**src/rtl/restor_div_pkg.sv**
```systemverilog
// Shared constants and state type for the restoring-division controller.
package restor_div_pkg;

   localparam int unsigned WIDTH     = 16;
   localparam int unsigned CNT_WIDTH = 4;

   typedef enum logic [1:0] {
      IDLE = 2'd0,
      CALC = 2'd1,
      DONE = 2'd2
   } div_state_t;

endpackage

```
**src/rtl/restoring_division_controller.sv**
```systemverilog
// Sequencing FSM for the restoring-division datapath: operand handshake, datapath
// load/feed/gate controls, result capture and divide-by-zero bypass.
module restoring_division_controller
   import restor_div_pkg::*;
#(
   parameter int unsigned WIDTH     = restor_div_pkg::WIDTH,
   parameter int unsigned CNT_WIDTH = restor_div_pkg::CNT_WIDTH
) (
   input  logic             clk,
   input  logic             reset,
   input  logic             src_valid,
   output logic             src_ready,
   input  logic [WIDTH-1:0] src_dividend,
   input  logic [WIDTH-1:0] src_divisor,
   output logic             res_valid,
   input  logic             res_ready,
   output logic [WIDTH-1:0] res_quotient,
   output logic [WIDTH-1:0] res_remainder,
   output logic             res_div_by_zero,
   output logic             busy,
   output logic [WIDTH-1:0] dp_dividend,
   output logic [WIDTH-1:0] dp_divisor,
   output logic             dp_dividend_en,
   output logic             dp_divisor_en,
   output logic             dp_dividend_mux_sel,
   output logic             dp_counted_max,
   input  logic [WIDTH-1:0] dp_quotient,
   input  logic [WIDTH-1:0] dp_remainder,
   input  logic             dp_counted
);

   // The datapath iterates once per counter step, so its counter must span WIDTH.
   if ((1 << CNT_WIDTH) != WIDTH) begin : g_width_check
      $error("restoring_division_controller: 2**CNT_WIDTH must equal WIDTH");
   end

   div_state_t state_q, state_d;
   logic       accept;
   logic       div_zero;

   assign src_ready   = (state_q == IDLE);
   assign busy        = (state_q != IDLE);
   assign res_valid   = (state_q == DONE);
   assign accept      = src_valid & src_ready;
   assign div_zero    = (src_divisor == '0);
   assign dp_dividend = src_dividend;
   assign dp_divisor  = src_divisor;

   // State register
   always_ff @(posedge clk or negedge reset) begin
      if (!reset) begin
         state_q <= IDLE;
      end else begin
         state_q <= state_d;
      end
   end

   // Next-state logic
   always_comb begin
      state_d = state_q;
      unique case (state_q)
         IDLE: begin
            if (accept) begin
               state_d = div_zero ? DONE : CALC;
            end
         end
         CALC: begin
            if (dp_counted) begin
               state_d = DONE;
            end
         end
         DONE: begin
            if (res_ready) begin
               state_d = IDLE;
            end
         end
         default: state_d = IDLE;
      endcase
   end

   // Datapath controls; counted_max stays high outside CALC so the accumulator idles at 0
   always_comb begin
      dp_dividend_en      = 1'b0;
      dp_divisor_en       = 1'b0;
      dp_dividend_mux_sel = 1'b0;
      dp_counted_max      = 1'b1;
      unique case (state_q)
         IDLE: begin
            if (accept && !div_zero) begin
               dp_divisor_en       = 1'b1;
               dp_dividend_en      = 1'b1;
               dp_dividend_mux_sel = 1'b1;
            end
         end
         CALC: begin
            dp_counted_max = dp_counted;
            dp_dividend_en = ~dp_counted;
         end
         default: ;
      endcase
   end

   // Result holding registers: bypass load on divide-by-zero, capture on final count
   always_ff @(posedge clk or negedge reset) begin
      if (!reset) begin
         res_quotient    <= '0;
         res_remainder   <= '0;
         res_div_by_zero <= 1'b0;
      end else if (accept && div_zero) begin
         res_quotient    <= '1;
         res_remainder   <= src_dividend;
         res_div_by_zero <= 1'b1;
      end else if ((state_q == CALC) && dp_counted) begin
         res_quotient    <= dp_quotient;
         res_remainder   <= dp_remainder;
         res_div_by_zero <= 1'b0;
      end
   end

endmodule

```
**config.mk**
```make
export PLATFORM = sky130hd
export DESIGN_NAME = restoring_division_controller
export DESIGN_NICKNAME = d
export VERILOG_FILES = /design/src/rtl/restor_div_pkg.sv /design/src/rtl/restoring_division_controller.sv
export SDC_FILE = /design/constraint.sdc
export NUM_CORES = 1
export LEC_CHECK = 0
export CAP_MARGIN = 20
export CORE_ASPECT_RATIO = 1.4
export CORE_MARGIN = 4
export CORE_UTILIZATION = 34
export CTS_CLUSTER_SIZE = 8
export DETAILED_ROUTE_END_ITERATION = 10
export PLACE_DENSITY = 0.92
export SETUP_SLACK_MARGIN = 0.5
export SYNTH_ARGS = -nofsm -noshare
export SYNTH_HDL_FRONTEND = slang
export SYNTH_SLANG_ARGS = --single-unit
```
**constraint.sdc**
```tcl
create_clock -name clk -period 1.9 [get_ports clk]
set_input_delay 0.285 -clock clk [delete_from_list [all_inputs] [get_ports clk]]
set_output_delay 0.285 -clock clk [all_outputs]
set_load 0.01 [all_outputs]
```
==> metrics.yaml, run 1 <==
status: "completed"
use_met3_pct: 4.96
hold_slack_ps: 72.2
grt_pass1_vias: 1929
peakVddDrop_mv: 0.717
dpl.hpwl_um: 4540
start_kind: "flip-flop"
ys_warn_count: 0
synth_ff_type: "dfrtp_1"
start_util_pct: 35.4
die_h_um: 95.0
yosys_register_bits: 35
fillers: 393
drive_above_1_share_pct: 30.7
crit_required_ps: 1620
synth-compound-area-share_pct: 5.92
synthDistinctLibCells: 18
syn_nets: 283
antenna_cells: 0
synth_mux_area_share_pct: 0
reg2reg_depth: 7
synth.cell_area_mm2: 0.00184
grt_setup_unrepaired: "true"
synth_top_family_by_area: "simple AND/OR/NAND/NOR gates"
io_buffers: 140
leakage_nw: 1.76
antenna_found_initial: 0
use_met1_pct: 19.8
fmax_mhz: 608
post-place-ws_ps: -361
cp_max_fo: 4
postLayoutCoreUtil_pct: 71.6
slew_headroom_pct: 47.9
final.setup.worst_slack_ps: 256
drc: 0
fp.coreArea_mm2: 0.00520
synth_top_area_share_pct: 47.6
numCtsBuffers: 5
drt_wl_total_um: 7100
area.growth.synth_to_final_pct: 102
cts_tree: "built"
gp_congestion: 0.759
worstMarginPinSlew_ps: 782
clockBufferDepth: 2
globalRouteTotalUtil_pct: 18.5
r2r_start: "state_q[1]$_DFFE_PN0P_"
io_pins: 141
cp_data_arrival_time_ps: 1360
fin_nets: 407
regToRegEndpoint: "res_quotient[12]$_DFFE_PN0P_"
synthArstFlopShare_pct: 100
synth-simple-area-share_pct: 28.4
period_needed_ps: 1640
cts_sinks: 35
drv_cap: 0
clk-insertion-delay-late_ps: 280
grt_pass1_wl_um: 9750
synth-seq-area-share_pct: 47.6
critPathKind: "flip-flop to output port"
finClkSkew_ps: 5.77
ys_top_cells_by_count: "nand2_1, dfrtp_1, buf_4, nand3_1"
syn_avg_cell_area_um2: 8.59
drt_iter0_markers: 118
finalSetupViolCount: 0
hold_path_class: "primary input to async pin"
synth_fa_ha_area_share_pct: 0
busiest_layer: "met2"
synth-edff-count: 0
die_w_um: 70.2
num_rows: 31
ant_nets: 0
reg2reg_slack_ps: 390
powerDensity_mw_per_mm2: 1150
htreeDepth: 2
ys_top_cells_by_area: "dfrtp_1, nand2_1, buf_4"
use_met2_pct: 34.9
grt_max_degree: 36
slew_viol_final: 0
min_period_over_period_pct: 86.5
wl_per_cell_um: 17.5
route.vias.total: 2021
synth_top_area_cell: "dfrtp_1"
synth.most_common_cell: "nand2_1"
dpl_cell_area_mm2: 0.00311
netlist_instances: 214
synth_xor_area_share_pct: 0
cts_root_buffer: "clkbuf_8"
endpoint_kind: "output port"
first_pass_iters: 4
vias_per_cell: 4.99
dieArea_mm2: 0.00667
overflow: 0
hold_viol_final: 0
clkTransAtPathRegs_ps: 80
design_area_mm2: 0.00372
## per-layer routing
layer	part of all wire, %	wire, um
met4	2.1	152
met1	35	2510
met3	5.8	413
met2	57	4020
met5	0	0
## cells in the final DEF (no fill, tap or decap), types with 2 or more instances in the layout
cell type        instances
a31oi_4                 12
dfrtp_1                 35
buf_12                   4
buf_2                    9
dlygate4sd2_1           51
buf_6                   16
nor3_1                   8
nor4_4                   4
inv_2                    2
nor3_2                   8
nand2_1                 65
nand3_2                 16
buf_16                   3
clkbuf_2                 2
clkbuf_8                 5
buf_4                    8
buf_8                    2
a31oi_1                  4
clkdlybuf4s50_1         65
## sequential cells by signal, indices dropped and copies added (netlist names)
name,flops
res_div_by_zero,1
state_q,2
res_quotient,16
res_remainder,16
## cell families after synthesis
group / after synthesis
DFF: 35
AOI/OAI and AO/OA: 17
buffers and inverters: 49
and+or+nand+nor: 113
## power breakdown
part	switching (mW)	internal (mW)
combinational	1.11	1.25
clock	0.275	0.391
sequential	0.175	1.08
## cell type report
class / instances / area (um^2) / area share (%)
clock inverters: 3 / 43.8 / 1.18
flip-flops and latches: 35 / 876 / 23.5
multi-input cells: 130 / 1010 / 27.1
repair buffers: 163 / 1630 / 43.8
clock buffers: 5 / 68.8 / 1.85
inverters: 3 / 11.3 / 0.302
well taps: 66 / 82.6 / 2.22
## worst max-delay path by stage
stage          cells after the start  slack, ps                           end                    from
3_5_place_dp                       6       -360                dp_dividend_en         src_divisor[10]
3_3_place_gp                       6       -340                dp_dividend_en         src_divisor[10]
6_report                           5        260                dp_dividend_en  state_q[1]$_DFFE_PN0P_
5_1_grt                            5        190                dp_dividend_en  state_q[1]$_DFFE_PN0P_
2_1_floorplan                      6        450  res_remainder[5]$_DFFE_PN0P_          src_divisor[1]
4_1_cts                            5        290                dp_dividend_en  state_q[0]$_DFFE_PN0P_
## worst max-delay path, stage by stage (launching register included)
cell and delay [ps]:
dfrtp_1 400, nor2_2 150, nand2_2 110, nor2b_4 170, nand2b_4 150, buf_6 100
## through the flow
step                std cells  total power [mW]  setup TNS, ps
detailed placement        382              3.27          -6790
global placement          382              3.21          -5860
floorplan                 214              2.11              0
finish                    405              4.28              0
CTS                       402              3.92              0
global route              405              4.53              0
## timing repair
item,CTS,global route
gates cloned,3,1
setup endpoints to repair,106,41
hold buffers,0,0
resized for setup,185,43
pin swaps,7,5
buffers inserted,9,2
Note: power is estimated with default switching activity, not from simulation.
==> run 2, diff against run 1 <==
--- a/config.mk
+++ b/config.mk
@@ -7,7 +7,6 @@
 export LEC_CHECK = 0
 export CAP_MARGIN = 20
 export CORE_ASPECT_RATIO = 1.4
-export CORE_MARGIN = 4
 export CORE_UTILIZATION = 34
 export CTS_CLUSTER_SIZE = 8
 export DETAILED_ROUTE_END_ITERATION = 10
==> metrics.yaml, run 2 (synthesized netlist as in run 1, its figures left out) <==
drc: 0
io_buffers: 140
fp.coreArea_mm2: 0.00520
antenna_found_initial: 0
drive_above_1_share_pct: 32.3
p_total_mw: 4.23
globalRouteTotalUtil_pct: 22.2
intPower_mw: 2.67
grt_setup_unrepaired: "true"
endpoint_kind: "flip-flop"
powerDensity_mw_per_mm2: 1110
die_h_um: 89.0
dpl.hpwl_um: 4130
clockBufferDepth: 2
drt_iter0_markers: 82
grt_max_degree: 36
clk-insertion-delay-late_ps: 290
hold_path_class: "primary input to async pin"
antenna_cells: 0
io_pins: 141
use_met2_pct: 41.8
start_kind: "flip-flop"
cp_max_fo: 6
use_met1_pct: 24.3
power_frac_seq_pct: 30.1
slew_viol_final: 0
first_pass_iters: 6
route.vias.total: 2049
crit_start: "state_q[1]$_DFFE_PN0P_"
finalSetupViolCount: 0
area.growth.synth_to_final_pct: 108
drv_cap: 0
fin_setup_tns_ps: 0
layout_common_cells: "clkdlybuf4s50_1, nand2_1, dlygate4sd2_1"
cts_tree: "built"
clkTransAtPathRegs_ps: 80
start_util_pct: 35.4
top_regs: "res_quotient (16), res_remainder (16), state_q (2)"
regToRegEndpoint: "res_remainder[6]$_DFFE_PN0P_"
mostFrequentLayoutCell: "clkdlybuf4s50_1"
worst_path_max_delay_cell: "dfrtp_1"
reg2reg_depth: 7
fin_nets: 412
fmax_mhz: 627
critPathKind: "flip-flop to flip-flop"
numCtsBuffers: 5
drt_wl_total_um: 6810
path_cells: "nor2_2 > nand2_2 > buf_12 > or2_4 > buf_12 > buf_16 > a31oi_4"
final.setup.worst_slack_ps: 306
period_needed_ps: 1590
switching_share_pct: 37.0
grt_pass1_wl_um: 9690
min_period_over_period_pct: 83.9
status: "completed"
ant_nets: 0
switchingPower_mw: 1.57
overflow: 0
vias_per_cell: 5.00
use_met3_pct: 5.61
pwr-share-clk_pct: 16.0
dieArea_mm2: 0.00571
crit_required_ps: 2110
r2r_start: "state_q[1]$_DFFE_PN0P_"
cts_root_buffer: "clkbuf_8"
reg2reg_slack_ps: 310
postLayoutCoreUtil_pct: 73.5
cts_sinks: 35
grt_pass1_vias: 1935
die_w_um: 64.2
combPwrFrac_pct: 54.0
crit_path_end: "res_remainder[6]$_DFFE_PN0P_"
finClkSkew_ps: 4.74
fillers: 353
num_rows: 31
post-place-ws_ps: -352
wl_per_cell_um: 16.6
gp_congestion: 0.742
busiest_layer: "met2"
hold_viol_final: 0
crit_top_cell: "buf_12"
peakVddDrop_mv: 0.735
slowest_delay_ps: 390
slew_headroom_pct: 48.4
cp_data_arrival_time_ps: 1800
worstMarginPinSlew_ps: 773
leakage_nw: 1.79
htreeDepth: 2
## run 2: metal layers
layer  vias up  part of all wire, %
met1      1004                   36
met2        94                   57
met5         -                    0
met3        11                  5.7
li1        940                    -
met4         0                  1.5
## run 2: critical path: cells and delay by family, from the launching register on
family	cells	cell delay, ps
and+or+nand+nor	3	550
buffers and inverters	3	420
DFF	1	390
AOI/OAI and AO/OA	1	150
## run 2: worst min path at each step
stage / slack, ps / end
after floorplan: -10 / res_div_by_zero$_DFFE_PN0P_
after global placement: 400 / res_remainder[2]$_DFFE_PN0P_
after detailed placement: 410 / res_remainder[2]$_DFFE_PN0P_
after CTS: 100 / res_remainder[2]$_DFFE_PN0P_
after global routing: 120 / res_remainder[2]$_DFFE_PN0P_
final: 60 / res_remainder[2]$_DFFE_PN0P_
## run 2: metrics by stage
stage | std cells | hold slack [ps] | area, um^2
2_1_floorplan | 214 | -10.6 | 1880
3_5_place_dp | 384 | 410 | 3110
3_3_place_gp | 384 | 396 | 3110
5_1_grt | 410 | 118 | 3820
4_1_cts | 406 | 98.4 | 3530
6_report | 410 | 64.8 | 3820
## run 2: area by class of cell
class | instances | area (um^2) | share of cell area (%)
Clock buffer | 5 | 68.8 | 1.80
Clock inverter | 3 | 43.8 | 1.15
Inverter | 3 | 13.8 | 0.360
Multi-Input combinational cell | 130 | 1020 | 26.7
Sequential cell | 35 | 876 | 22.9
Tap cell | 66 | 82.6 | 2.16
Timing Repair Buffer | 168 | 1720 | 44.9
## run 2: what timing repair did
item,in CTS,in global routing
gates cloned,4,0
pin swaps,9,5
hold buffers,0,0
setup endpoints to repair,106,40
setup buffers,10,4
gates resized for setup,194,37
## run 2: power groups by stage
stage / Sequential [mW] / Clock (mW) / Combinational, mW
floorplan: 1.42 / 0 / 0.690
global placement: 1.27 / 0 / 1.92
detailed placement: 1.28 / 0 / 1.96
CTS: 1.26 / 0.691 / 1.93
global route: 1.31 / 0.725 / 2.44
finish: 1.27 / 0.676 / 2.28
==> run 3, diff against run 2 <==
==> constraint.sdc (replaced) <==
create_clock -name clk -period 1.6 [get_ports clk]
set_input_delay 0.24 -clock clk [delete_from_list [all_inputs] [get_ports clk]]
set_output_delay 0.24 -clock clk [all_outputs]
set_load 0.01 [all_outputs]
==> metrics.yaml, run 3 (synthesized netlist as in run 1, its figures left out) <==
crit_start: "state_q[1]$_DFFE_PN0P_"
fp.coreArea_mm2: 0.00520
die_w_um: 64.2
layout_common_cells: "nand2_1, clkdlybuf4s50_1, dfrtp_1"
fin_setup_tns_ps: -28.1
antenna_cells: 0
reg2reg_slack_ps: -30
cp_max_fo: 15
grt_pass1_vias: 2101
clk-insertion-delay-late_ps: 290
fin_nets: 420
drc: 0
worstMarginPinSlew_ps: 395
grt_max_degree: 36
multi_input_area_um2: 996
dpl.hpwl_um: 4410
route.vias.total: 2123
drv_cap: 0
finalSetupViolCount: 1
wl_per_cell_um: 17.9
period_needed_ps: 1630
hold_path_class: "primary input to flip-flop"
start_util_pct: 35.4
peakVddDrop_mv: 0.729
r2r_start: "state_q[1]$_DFFE_PN0P_"
use_met2_pct: 44.1
grt_setup_unrepaired: "true"
finClkSkew_ps: 12.6
use_met3_pct: 5.99
final_cells: 418
leakage_nw: 1.85
grt_pass1_wl_um: 9980
min_period_over_period_pct: 102
endpoint_kind: "flip-flop"
drt_iter0_markers: 55
io_buffers: 140
status: "complete, but fails checks"
cts_tree: "built"
dpl_cell_area_mm2: 0.00317
busiest_layer: "met2"
critPathKind: "flip-flop to flip-flop"
slew_headroom_pct: 73.5
design_area_mm2: 0.00366
regToRegEndpoint: "res_remainder[15]$_DFFE_PN0P_"
drive_above_1_share_pct: 42.9
regArea_um2: 876
cp_data_arrival_time_ps: 1790
clkTransAtPathRegs_ps: 80
final.setup.worst_slack_ps: -28.1
gp_congestion: 0.752
fmax_mhz: 614
hold_viol_final: 0
clockBufferDepth: 2
start_kind: "flip-flop"
antenna_found_initial: 0
dieArea_mm2: 0.00571
cts_sinks: 35
fillers: 380
reg2reg_depth: 7
numCtsBuffers: 5
io_pins: 141
violations: "negative setup slack"
first_pass_iters: 4
overflow: 0
slew_viol_final: 0
placed_cells: 388
cts_root_buffer: "clkbuf_8"
holdPathStages: 3
hold_start: "src_dividend[5]"
top_regs: "res_quotient (16), res_remainder (16), state_q (2)"
num_rows: 31
ant_nets: 0
htreeDepth: 2
die_h_um: 89.0
p_total_mw: 5.07
hold_end: "res_remainder[5]$_DFFE_PN0P_"
globalRouteTotalUtil_pct: 23.0
crit_required_ps: 1760
powerDensity_mw_per_mm2: 1390
mostFrequentLayoutCell: "nand2_1"
area.growth.synth_to_final_pct: 99.0
drt_wl_total_um: 7460
vias_per_cell: 5.08
use_met1_pct: 23.2
[run 3: changes by cell type in the layout (fill, tap and decap cells not counted), sizes merged]
cell and delta:
clkinv -1, clkdlybuf4s50 -31, dlymetal6s2s +14, buf +21, clkdlybuf4s15 -2, dlygate4sd2 -30
clkbuf +37, dlygate4sd3 +1, bufinv -1
[run 3: worst max-delay path by stage]
stage,cells after the start,to
finish,7,res_remainder[15]$_DFFE_PN0P_
detailed placement,6,dp_dividend_en
CTS,5,dp_dividend_en
floorplan,6,res_remainder[5]$_DFFE_PN0P_
global placement,6,dp_dividend_en
global route,7,res_remainder[15]$_DFFE_PN0P_
[run 3: metrics by stage]
| step | setup slack (ps) | util, % | hold WS (ps) |
|---|---|---|---|
| final | -28.1 | 70.4 | 297 |
| after CTS | 77.0 | 66.4 | 404 |
| after floorplan | 200 | - | -55.6 |
| after global placement | -583 | 60.9 | 222 |
| after global routing | -125 | 70.4 | 303 |
| after detailed placement | -598 | 60.9 | 226 |
[run 3: layout make-up]
cell class / count / area share, %
Timing Repair Buffer: 176 / 43.7
Clock buffer: 7 / 2.36
Tap cell: 66 / 2.26
Inverter: 3 / 0.308
Multi-Input combinational cell: 130 / 27.2
Clock inverter: 1 / 0.239
Sequential cell: 35 / 23.9
[run 3: report_power, final]
part	internal (mW)	switching [mW]	total (mW)
logic	1.50	1.38	2.88
registers	1.28	0.238	1.52
clock network	0.353	0.319	0.672
[run 3: critical path, stage by stage (launching register included)]
cell and delay, ps:
dfrtp_1 420, nor2_4 150, nand2_4 80, buf_12 120, buf_4 200, buf_4 170
nor3_1 290, a31oi_2 90
[run 3: what timing repair did]
action                                  CTS  global route
hold buffers                              1             0
gates cloned                              2             2
buffers inserted                          7            10
hold endpoints to repair                 35             0
endpoints found under the setup margin  107            86
gates resized for setup                 186           139
pin swaps                                 5             8
[run 3: per-layer routing]
layer,vias to the layer above,part of all wire (%)
met1,1008,33
met3,24,7.0
met2,136,56
met5,-,0
met4,0,4.3
li1,955,-
